--- src/rtl/baccarat_ctrl_if.sv ---
// Signal bundle between the baccarat sequencing FSM and the card datapath.
// The controller takes the slave view; the datapath/bench takes the master view.
interface baccarat_ctrl_if #(parameter int CNT_W = 8);
   logic             new_hand;
   logic [3:0]       pscore;
   logic [3:0]       dscore;
   logic [3:0]       pcard3;
   logic             load_pcard1;
   logic             load_pcard2;
   logic             load_pcard3;
   logic             load_dcard1;
   logic             load_dcard2;
   logic             load_dcard3;
   logic             clear_hand;
   logic             player_win_light;
   logic             dealer_win_light;
   logic             hand_done;
   logic [CNT_W-1:0] hands_played;
   logic [CNT_W-1:0] player_wins;
   logic [CNT_W-1:0] dealer_wins;

   modport master (
      output new_hand, pscore, dscore, pcard3,
      input  load_pcard1, load_pcard2, load_pcard3,
      input  load_dcard1, load_dcard2, load_dcard3,
      input  clear_hand, player_win_light, dealer_win_light, hand_done,
      input  hands_played, player_wins, dealer_wins
   );

   modport slave (
      input  new_hand, pscore, dscore, pcard3,
      output load_pcard1, load_pcard2, load_pcard3,
      output load_dcard1, load_dcard2, load_dcard3,
      output clear_hand, player_win_light, dealer_win_light, hand_done,
      output hands_played, player_wins, dealer_wins
   );
endinterface

--- src/rtl/baccarat_ctrl.sv ---
// Punto-banco sequencing FSM: deals six cards in order, applies third-card
// rules, lights the winner and keeps saturating hand/win tallies.
//
//   state  | meaning
//   S_P1   | load player card 1
//   S_D1   | load dealer card 1
//   S_P2   | load player card 2
//   S_D2   | load dealer card 2
//   S_CHK  | two-card scores valid: natural / player draw / player stands
//   S_P3   | load player card 3
//   S_BCHK | dealer third-card decision from dealer score and player card 3
//   S_D3   | load dealer card 3
//   S_DONE | show winner, wait for new_hand
//   S_CLR  | one-cycle clear of datapath card registers
module baccarat_ctrl #(
   parameter int CNT_W = 8
) (
   input  logic           slow_clock,
   input  logic           resetb,
   baccarat_ctrl_if.slave bus
);

   typedef enum logic [3:0] {
      S_P1   = 4'd0,
      S_D1   = 4'd1,
      S_P2   = 4'd2,
      S_D2   = 4'd3,
      S_CHK  = 4'd4,
      S_P3   = 4'd5,
      S_BCHK = 4'd6,
      S_D3   = 4'd7,
      S_DONE = 4'd8,
      S_CLR  = 4'd9
   } state_t;

   state_t           state, state_nxt;
   logic [3:0]       v;
   logic             dealer_draws;
   logic             enter_done;
   logic [CNT_W-1:0] hands_played, player_wins, dealer_wins;
   logic             ld_p1, ld_p2, ld_p3, ld_d1, ld_d2, ld_d3;
   logic             clr, done, p_light, d_light;

   localparam logic [CNT_W-1:0] ONE = {{(CNT_W-1){1'b0}}, 1'b1};

   function automatic logic [CNT_W-1:0] sat_inc(input logic [CNT_W-1:0] x);
      return (x == '1) ? x : x + ONE;
   endfunction

   always_ff @(posedge slow_clock) begin
      if (!resetb) state <= S_P1;
      else         state <= state_nxt;
   end

   // Face cards and tens count as zero toward the dealer's drawing table.
   assign v = (bus.pcard3 >= 4'd10) ? 4'd0 : bus.pcard3;

   always_comb begin
      dealer_draws = 1'b0;
      case (bus.dscore)
         4'd0, 4'd1, 4'd2: dealer_draws = 1'b1;
         4'd3:             dealer_draws = (v != 4'd8);
         4'd4:             dealer_draws = (v >= 4'd2) && (v <= 4'd7);
         4'd5:             dealer_draws = (v >= 4'd4) && (v <= 4'd7);
         4'd6:             dealer_draws = (v >= 4'd6) && (v <= 4'd7);
         default:          dealer_draws = 1'b0;
      endcase
   end

   always_comb begin
      state_nxt = S_P1;
      case (state)
         S_P1:   state_nxt = S_D1;
         S_D1:   state_nxt = S_P2;
         S_P2:   state_nxt = S_D2;
         S_D2:   state_nxt = S_CHK;
         S_CHK: begin
            if ((bus.pscore >= 4'd8) || (bus.dscore >= 4'd8)) state_nxt = S_DONE;
            else if (bus.pscore <= 4'd5)                       state_nxt = S_P3;
            else if (bus.dscore <= 4'd5)                       state_nxt = S_D3;
            else                                               state_nxt = S_DONE;
         end
         S_P3:   state_nxt = S_BCHK;
         S_BCHK: state_nxt = dealer_draws ? S_D3 : S_DONE;
         S_D3:   state_nxt = S_DONE;
         S_DONE: state_nxt = bus.new_hand ? S_CLR : S_DONE;
         S_CLR:  state_nxt = S_P1;
         default: state_nxt = S_P1;
      endcase
   end

   assign enter_done = (state_nxt == S_DONE) && (state != S_DONE);

   always_ff @(posedge slow_clock) begin
      if (!resetb) begin
         hands_played <= '0;
         player_wins  <= '0;
         dealer_wins  <= '0;
      end else if (enter_done) begin
         hands_played <= sat_inc(hands_played);
         if (bus.pscore > bus.dscore) player_wins <= sat_inc(player_wins);
         if (bus.dscore > bus.pscore) dealer_wins <= sat_inc(dealer_wins);
      end
   end

   always_comb begin
      ld_p1   = 1'b0;
      ld_p2   = 1'b0;
      ld_p3   = 1'b0;
      ld_d1   = 1'b0;
      ld_d2   = 1'b0;
      ld_d3   = 1'b0;
      clr     = 1'b0;
      done    = 1'b0;
      p_light = 1'b0;
      d_light = 1'b0;
      case (state)
         S_P1:   ld_p1 = 1'b1;
         S_D1:   ld_d1 = 1'b1;
         S_P2:   ld_p2 = 1'b1;
         S_D2:   ld_d2 = 1'b1;
         S_P3:   ld_p3 = 1'b1;
         S_D3:   ld_d3 = 1'b1;
         S_CLR:  clr   = 1'b1;
         S_DONE: begin
            done    = 1'b1;
            p_light = (bus.pscore >= bus.dscore);
            d_light = (bus.dscore >= bus.pscore);
         end
         default: ;
      endcase
   end

   assign bus.load_pcard1      = ld_p1;
   assign bus.load_pcard2      = ld_p2;
   assign bus.load_pcard3      = ld_p3;
   assign bus.load_dcard1      = ld_d1;
   assign bus.load_dcard2      = ld_d2;
   assign bus.load_dcard3      = ld_d3;
   assign bus.clear_hand       = clr;
   assign bus.hand_done        = done;
   assign bus.player_win_light = p_light;
   assign bus.dealer_win_light = d_light;
   assign bus.hands_played     = hands_played;
   assign bus.player_wins      = player_wins;
   assign bus.dealer_wins      = dealer_wins;

endmodule
--- src/flat_wrapper.sv ---
// flat-port wrapper written by rule: the top's interface ports become plain ports
module baccarat_ctrl_flat 
#(
   parameter int CNT_W = 8
)
  (slow_clock, resetb, bus_new_hand, bus_pscore, bus_dscore, bus_pcard3, bus_load_pcard1, bus_load_pcard2, bus_load_pcard3, bus_load_dcard1, bus_load_dcard2, bus_load_dcard3, bus_clear_hand, bus_player_win_light, bus_dealer_win_light, bus_hand_done, bus_hands_played, bus_player_wins, bus_dealer_wins);
  baccarat_ctrl_if #(.CNT_W(CNT_W)) bus_i ();
  input  logic slow_clock;
  input  logic resetb;
  input wire logic [$bits(bus_i.new_hand)-1:0] bus_new_hand;
  input wire logic [$bits(bus_i.pscore)-1:0] bus_pscore;
  input wire logic [$bits(bus_i.dscore)-1:0] bus_dscore;
  input wire logic [$bits(bus_i.pcard3)-1:0] bus_pcard3;
  output wire logic [$bits(bus_i.load_pcard1)-1:0] bus_load_pcard1;
  output wire logic [$bits(bus_i.load_pcard2)-1:0] bus_load_pcard2;
  output wire logic [$bits(bus_i.load_pcard3)-1:0] bus_load_pcard3;
  output wire logic [$bits(bus_i.load_dcard1)-1:0] bus_load_dcard1;
  output wire logic [$bits(bus_i.load_dcard2)-1:0] bus_load_dcard2;
  output wire logic [$bits(bus_i.load_dcard3)-1:0] bus_load_dcard3;
  output wire logic [$bits(bus_i.clear_hand)-1:0] bus_clear_hand;
  output wire logic [$bits(bus_i.player_win_light)-1:0] bus_player_win_light;
  output wire logic [$bits(bus_i.dealer_win_light)-1:0] bus_dealer_win_light;
  output wire logic [$bits(bus_i.hand_done)-1:0] bus_hand_done;
  output wire logic [$bits(bus_i.hands_played)-1:0] bus_hands_played;
  output wire logic [$bits(bus_i.player_wins)-1:0] bus_player_wins;
  output wire logic [$bits(bus_i.dealer_wins)-1:0] bus_dealer_wins;
  assign bus_i.new_hand = bus_new_hand;
  assign bus_i.pscore = bus_pscore;
  assign bus_i.dscore = bus_dscore;
  assign bus_i.pcard3 = bus_pcard3;
  assign bus_load_pcard1 = bus_i.load_pcard1;
  assign bus_load_pcard2 = bus_i.load_pcard2;
  assign bus_load_pcard3 = bus_i.load_pcard3;
  assign bus_load_dcard1 = bus_i.load_dcard1;
  assign bus_load_dcard2 = bus_i.load_dcard2;
  assign bus_load_dcard3 = bus_i.load_dcard3;
  assign bus_clear_hand = bus_i.clear_hand;
  assign bus_player_win_light = bus_i.player_win_light;
  assign bus_dealer_win_light = bus_i.dealer_win_light;
  assign bus_hand_done = bus_i.hand_done;
  assign bus_hands_played = bus_i.hands_played;
  assign bus_player_wins = bus_i.player_wins;
  assign bus_dealer_wins = bus_i.dealer_wins;
  baccarat_ctrl #(.CNT_W(CNT_W)) u_core (.slow_clock(slow_clock), .resetb(resetb), .bus(bus_i));
endmodule
--- config.mk ---
export PLATFORM = sky130hd
export DESIGN_NAME = baccarat_ctrl_flat
export DESIGN_NICKNAME = d
export VERILOG_FILES = /design/src/rtl/baccarat_ctrl_if.sv /design/src/rtl/baccarat_ctrl.sv /design/src/flat_wrapper.sv
export SDC_FILE = /design/constraint.sdc
export NUM_CORES = 1
export LEC_CHECK = 0
export ABC_CLOCK_PERIOD_IN_PS = 3150
export CORE_ASPECT_RATIO = 1.5
export CORE_UTILIZATION = 50
export CTS_CLUSTER_DIAMETER = 100
export DETAILED_ROUTE_END_ITERATION = 8
export DONT_BUFFER_PORTS = 1
export GPL_ROUTABILITY_DRIVEN = 0
export SLEW_MARGIN = 25
export SYNTH_ARGS = -nofsm -noshare
export SYNTH_HDL_FRONTEND = slang
export SYNTH_SLANG_ARGS = --single-unit
--- constraint.sdc ---
create_clock -name slow_clock -period 3.15 [get_ports slow_clock]
set_input_delay 0.315 -clock slow_clock [delete_from_list [all_inputs] [get_ports slow_clock]]
set_output_delay 0.315 -clock slow_clock [all_outputs]
set_load 0.1 [all_outputs]
-- Word-level counts from Yosys, hierarchy flattened
Cells that the tools add are included.
- $add $sub $neg: 3
- order comparisons: 13
- equal/unequal tests: 21
- muxes and demuxes: 18
- bitwise gates (word level): 3
- reductions and logical operators: 11
- operators with widths (cell ; number):
    4-bit one-hot mux with 9 select lines ; 1
    4-bit by 3-bit equality test with 1-bit output (second input constant) ; 7
    8-bit by 1-bit adder with 8-bit output (second input constant) ; 3
    8-bit equality test (second input constant) ; 3
    4-bit two-way mux ; 5
    4-bit by 2-bit equality test with 1-bit output (second input constant) ; 4
    4-bit equality test (second input constant) ; 3
    4-bit >= comparator (second input constant) ; 3
    4-bit by 3-bit less-or-equal comparator with 1-bit output (second input constant) ; 3
    1-bit two-way mux ; 11
    4-bit by 1-bit equality test with 1-bit output (second input constant) ; 2
    4-bit by 3-bit >= comparator with 1-bit output (second input constant) ; 2
    4-bit >= comparator ; 2
    4-bit greater-than comparator ; 2
    4-bit logical NOT ; 2
    4-bit inequality test (second input constant) ; 2
    3-bit AND reduction ; 2
    1-bit one-hot mux with 5 select lines ; 1
    4-bit by 2-bit >= comparator with 1-bit output (second input constant) ; 1
    1-bit logical AND ; 4
    1-bit inverter ; 3
    3-bit OR reduction ; 1
    2-bit AND reduction ; 1
    1-bit logical OR ; 1
- flip-flop bits (word level): 28
- input bits: 15
- output and inout port bits: 34
- logic and storage cells: 73

-- Longest topological paths before layout
- depth in word-level cells: 10
- mapped depth: 9
- gate-level depth less buffers: 8

-- Worst setup path after synthesis
No wires, ideal clock.
- path kind: reg-to-output
- start: register u_core.state[3]
- end: output bus_player_win_light
- data arrival time: 5152 ps
- data required time: 2835 ps
- path slack: -2317 ps
- cell stages (with the launch flop): 5
- path buffers: 1
- cell sequence: dfxtp_1 > clkbuf_1 > nand2b_1 > nor3_1 > a21boi_0
- cells in the longest elaborated chain, start to end: 2
- ends and longest elaborated chain (element ; RTL line ; RTL):
    start: declaration ; baccarat_ctrl.sv:36 ; state_t state, state_nxt;
    start signal: assignment ; baccarat_ctrl.sv:52 ; else state <= state_nxt;
    4-bit equality test ; baccarat_ctrl.sv:117 ; case (state)
    1-bit two-way mux ; baccarat_ctrl.sv:117 ;
    end: declaration ; flat_wrapper.sv:21 ; output wire logic [$bits(bus_i.player_win_light)-1:0] bus_player_win_light;
No other way between the ends.

-- Final worst setup path
- start: register u_core.state[1]
- end: register u_core.player_wins[7] (netlist: u_core.bus.player_wins[7])
- cells in the longest elaborated chain, start to end: 5
- elaborated cells between the ends (all ways): 14
- those cells by class: 10 x eq/ne; 1 x mux; 3 x reduce/logical
- ends and longest elaborated chain (element ; RTL line ; RTL):
    4-bit equality test, or another cell as far along ; baccarat_ctrl.sv:72 ; case (state)
    4-bit one-hot mux with 9 select lines ; baccarat_ctrl.sv:72 ;
    4-bit equality test ; baccarat_ctrl.sv:92 ; assign enter_done = (state_nxt == S_DONE) && (state != S_DONE);
    1-bit logical AND (*) ; baccarat_ctrl.sv:92 ;
    3-bit AND reduction (no line) (*) ; - ;
    end signal: assignment ; baccarat_ctrl.sv:101 ; if (bus.pscore > bus.dscore) player_wins <= sat_inc(player_wins);
    end: declaration ; baccarat_ctrl.sv:40 ; logic [CNT_W-1:0] hands_played, player_wins, dealer_wins;
Mark *: on every way between the ends. The rest lies on a longest branch, timed or not.
A chain may end at the register's enable or synchronous reset.

==> reports/results.txt <==
The flow ran to the end, and the final reports show no timing, DRC or antenna violations. Gates resized during post-CTS repair numbered 0. The total track usage is 0.229. The internal power component came out at 0.000500 W. Entering global routing, the biggest net connects 22 pins. The min-delay analysis places its worst path in the category in2reg. After synthesis the netlist holds a flip-flop and latch count of 28.

TritonCTS built the clock tree. Part of the total power dissipated in sequential elements: 0.511. The tools report the sequential share of the synthesized area as 0.335.

The final hold violation count was 0. For flop-to-flop paths, the worst setup slack is 0.61 ns. Hold timing on the final database bottoms out at a slack of 0.195 ns. The fraction of layout instances using a drive strength above 1 was 0.205; the share of total power consumed by net switching was 0.313. The final critical-path share of the clock period came out at 0.806. The tools report the standard cell core area as 3160 um^2.

In the routed design, unresolved DRC markers number 0. The post-layout minimum cycle time was 2.54 ns. Average cell area after synthesis: 7.94 um^2. Worst slew margin relative to its limit: 0.311. The worst register-to-register path begins at u_core.state[1]$_SDFF_PN0_. For this block, the via count after detailed routing is 1641.

H-tree depth: 1. The number of antenna violations at the first check in global routing is 0. For the relative contribution of the clock network to total power, the log shows 0.254. The logs give 0.611 ns for the worst-case setup margin in the final layout and 263 for the layout net count.

The run gives 0 as the setup fix buffers added after clock tree synthesis. No sink is reached through more buffers than the 2 on the longest clock path. Along the worst hold path, the cell count comes to 2. For this block, the routed nets add up to 3.95 mm of wire. The peak fanout along the critical path came out at 14. The tools report the starting density of the core as 0.530.

The tools report the global-route wire length before repair as 6.54 mm. The tree is rooted in a sky130_fd_sc_hd__clkbuf_8. The setup path with the least slack is of type reg2reg. The largest voltage drop on the vdd net was 0.000314 V; the synthesis-to-finish area growth was 24.0%. After clock tree synthesis, the clock-pin slew on the worst setup and hold paths is 0.09 ns. Data arrival time of the critical path: 2.73 ns. The worst min-delay path endpoint is u_core.bus.dealer_wins[5]$_SDFFE_PN0P_.

The total setup violations reported at the end of the flow is 0, and the power per standard cell area is 351 nW/um^2. 0 antenna diodes ended up in the layout. The endpoint of the most critical register-to-register path was u_core.bus.player_wins[7]$_SDFFE_PN0P_. The analysis attributes to cell leakage a power of 0.857 nW. After legalization and detailed placement, the total HPWL measured 3.12 mm. The run gives 28 as the CTS sink count. At the pin with the least slew margin, the transition time is 1.03 ns. For the via count of the first global-routing pass, the log shows 1595. For the worst setup path, the data required time is 3.34 ns. The number of CTS-inserted buffers was 3.

The I/O pin count was 49; the die height was 72.9 um. Critical path capture point type: a register. The tools report the worst setup slack after placement as 0.457 ns. The die span in x was 49.3 um. For this run, the number of Yosys warnings is 0. The count of nets left with antenna violations once routing finished came out at 0. The worst reg-to-reg path cell count is 5, and the number of maximum-capacitance constraint violations is 0. The pre-antenna-repair detailed-routing pass consisted of 4 iterations.

Timing would allow up to 394 MHz. The proportion of power drawn by combinational gates was 0.235; the cts-stage hold buffer count was 0. The port buffer count was 0; the number of distinct standard cells referenced by the synthesized netlist was 44. The power dissipated by switching net loads was 0.000228 W; the async set-reset flop share out of synthesis was 0. The logs give 50 for the count of routing violations after the opening detailed-route iteration and 0 for the total grt overflow. The detail-routed via count per cell is 5.88. The die covers 3590 um^2.

The startpoint of the lowest-slack hold path was resetb. The total count of max-transition violations in the final report was 0. The post-synthesis instance total was 211. The clock latency on the worst-skew pair was 0.26 ns; the number of enable-type register cells in the synthesized netlist was 0. The run gives 0 ns as the accumulated negative setup slack. Among all flip-flop cells after synthesis, the most frequent one is sky130_fd_sc_hd__dfxtp_1. Setup repair after global routing left no endpoint under its margin.

The post-synthesis cell area was 1680 um^2; the number of nets produced by synthesis was 233. The detailed-route wire length per cell is 14.2 um. The number of core rows is 25, and the clock skew is 0.00150 ns. The worst setup path is launched from a register.
==> kinds of logic (layout without fill, tap and decap cells) <==
logic type | after synthesis | in the layout | share of synthesized area
muxes | 6 | 6 | 0.0358
AOI/OAI and AO/OA | 46 | 46 | 0.180
buffers and inverters | 20 | 48 | 0.0538
adders and majority gates | 7 | 7 | 0.0523
DFF | 28 | 28 | 0.335
xor gates and xnor gates | 9 | 9 | 0.0471
and+or+nand+nor | 95 | 95 | 0.296
==> area by class of cell <==
class	instances	area [um^2]
inverters	11	41.3
repair buffers	34	308
well taps	40	50.0
multi-input cells	163	1080
clock buffers	3	41.3
fillers	287	1080
flip-flops and latches	28	561
==> stage by stage <==
step                instances   util  instance area (um^2)  total power [W]
floorplan                 211      -                  1700         0.000506
global placement          276  0.645                  2040         0.000547
detailed placement        276  0.645                  2040         0.000552
CTS                       279  0.658                  2080         0.000738
global route              279  0.658                  2080         0.000760
finish                    279  0.658                  2080         0.000729
==> routing by layer <==
layer	vias to the layer above	track usage	share of wire
met3	6	0.0333	0.048
li1	823	-	-
met5	-	0	0
met2	61	0.463	0.55
met4	0	0.0719	0.015
met1	751	0.234	0.39
==> cell usage after synthesis (4+ instances only) <==
cell	n	area [um^2]
sky130_fd_sc_hd__and3_1	4	25.0
sky130_fd_sc_hd__inv_1	11	41.3
sky130_fd_sc_hd__a21oi_1	15	75.1
sky130_fd_sc_hd__nand4_1	8	50.1
sky130_fd_sc_hd__nor3_1	8	40.0
sky130_fd_sc_hd__nand2b_1	7	43.8
sky130_fd_sc_hd__dfxtp_1	28	561
sky130_fd_sc_hd__clkbuf_1	6	22.5
sky130_fd_sc_hd__ha_1	7	87.6
sky130_fd_sc_hd__xnor2_1	7	61.3
sky130_fd_sc_hd__mux2i_1	6	60.1
sky130_fd_sc_hd__a211oi_1	5	37.5
sky130_fd_sc_hd__nor2_1	21	78.8
sky130_fd_sc_hd__or3_1	5	31.3
sky130_fd_sc_hd__nand3_1	11	55.1
sky130_fd_sc_hd__o21ai_0	5	25.0
sky130_fd_sc_hd__nand2_1	17	63.8
==> placed cells by master, fill, tap and decap left out, drive strengths merged, types with 2 or more instances in the layout <==
cell / netlist / final
dfxtp: 28 / 28
or3: 5 / 5
nand2b: 7 / 7
nor3: 8 / 8
xnor2: 7 / 7
inv: 11 / 11
and2: 2 / 2
a211oi: 5 / 5
ha: 7 / 7
o21ai: 6 / 6
nand2: 17 / 17
a21oi: 15 / 15
nor2: 21 / 21
o31ai: 2 / 2
clkbuf: 6 / 6
nor4b: 2 / 2
buf: 3 / 31
a21boi: 3 / 3
nor2b: 2 / 2
a31oi: 3 / 3
and3: 4 / 4
or4: 3 / 3
xor2: 2 / 2
nand4: 8 / 8
nand3: 11 / 11
mux2i: 6 / 6
o21a: 3 / 3
==> critical path, cell delays in order (launching register included) <==
cell,delay [ns]
sky130_fd_sc_hd__dfxtp_1,0.63
sky130_fd_sc_hd__nand2b_1,0.18
sky130_fd_sc_hd__a211o_1,0.39
sky130_fd_sc_hd__a2111o_1,0.58
sky130_fd_sc_hd__or4_1,0.52
sky130_fd_sc_hd__a21oi_1,0.16
==> worst max-delay path by stage <==
| stage | startpoint | end | slack [ns] | depth (start not counted) |
|---|---|---|---|---|
| floorplan | u_core.state[3]$_SDFF_PN0_ | bus_player_win_light | -0.25 | 4 |
| global placement | bus_pcard3[1] | u_core.bus.player_wins[7]$_SDFFE_PN0P_ | 0.52 | 6 |
| detailed placement | bus_pcard3[1] | u_core.bus.player_wins[5]$_SDFFE_PN0P_ | 0.46 | 6 |
| CTS | u_core.state[1]$_SDFF_PN0_ | u_core.bus.player_wins[7]$_SDFFE_PN0P_ | 0.63 | 5 |
| global route | u_core.state[1]$_SDFF_PN0_ | u_core.bus.player_wins[7]$_SDFFE_PN0P_ | 0.47 | 5 |
| finish | u_core.state[1]$_SDFF_PN0_ | u_core.bus.player_wins[7]$_SDFFE_PN0P_ | 0.61 | 5 |
==> sequential cells by signal, indices dropped and copies added, names as in the netlist <==
register                 cells
u_core.state                 4
u_core.bus.dealer_wins       8
u_core.bus.hands_played      8
u_core.bus.player_wins       8
==> power groups by stage <==
stage                     logic, W  clock network (W)  registers [W]
final                     0.000171           0.000185       0.000372
after CTS                 0.000172           0.000194       0.000372
after global placement    0.000167                  0       0.000380
after floorplan           0.000127                  0       0.000380
after global routing      0.000181           0.000205       0.000373
after detailed placement  0.000171                  0       0.000381
Note: power is estimated with default switching activity, not from simulation.
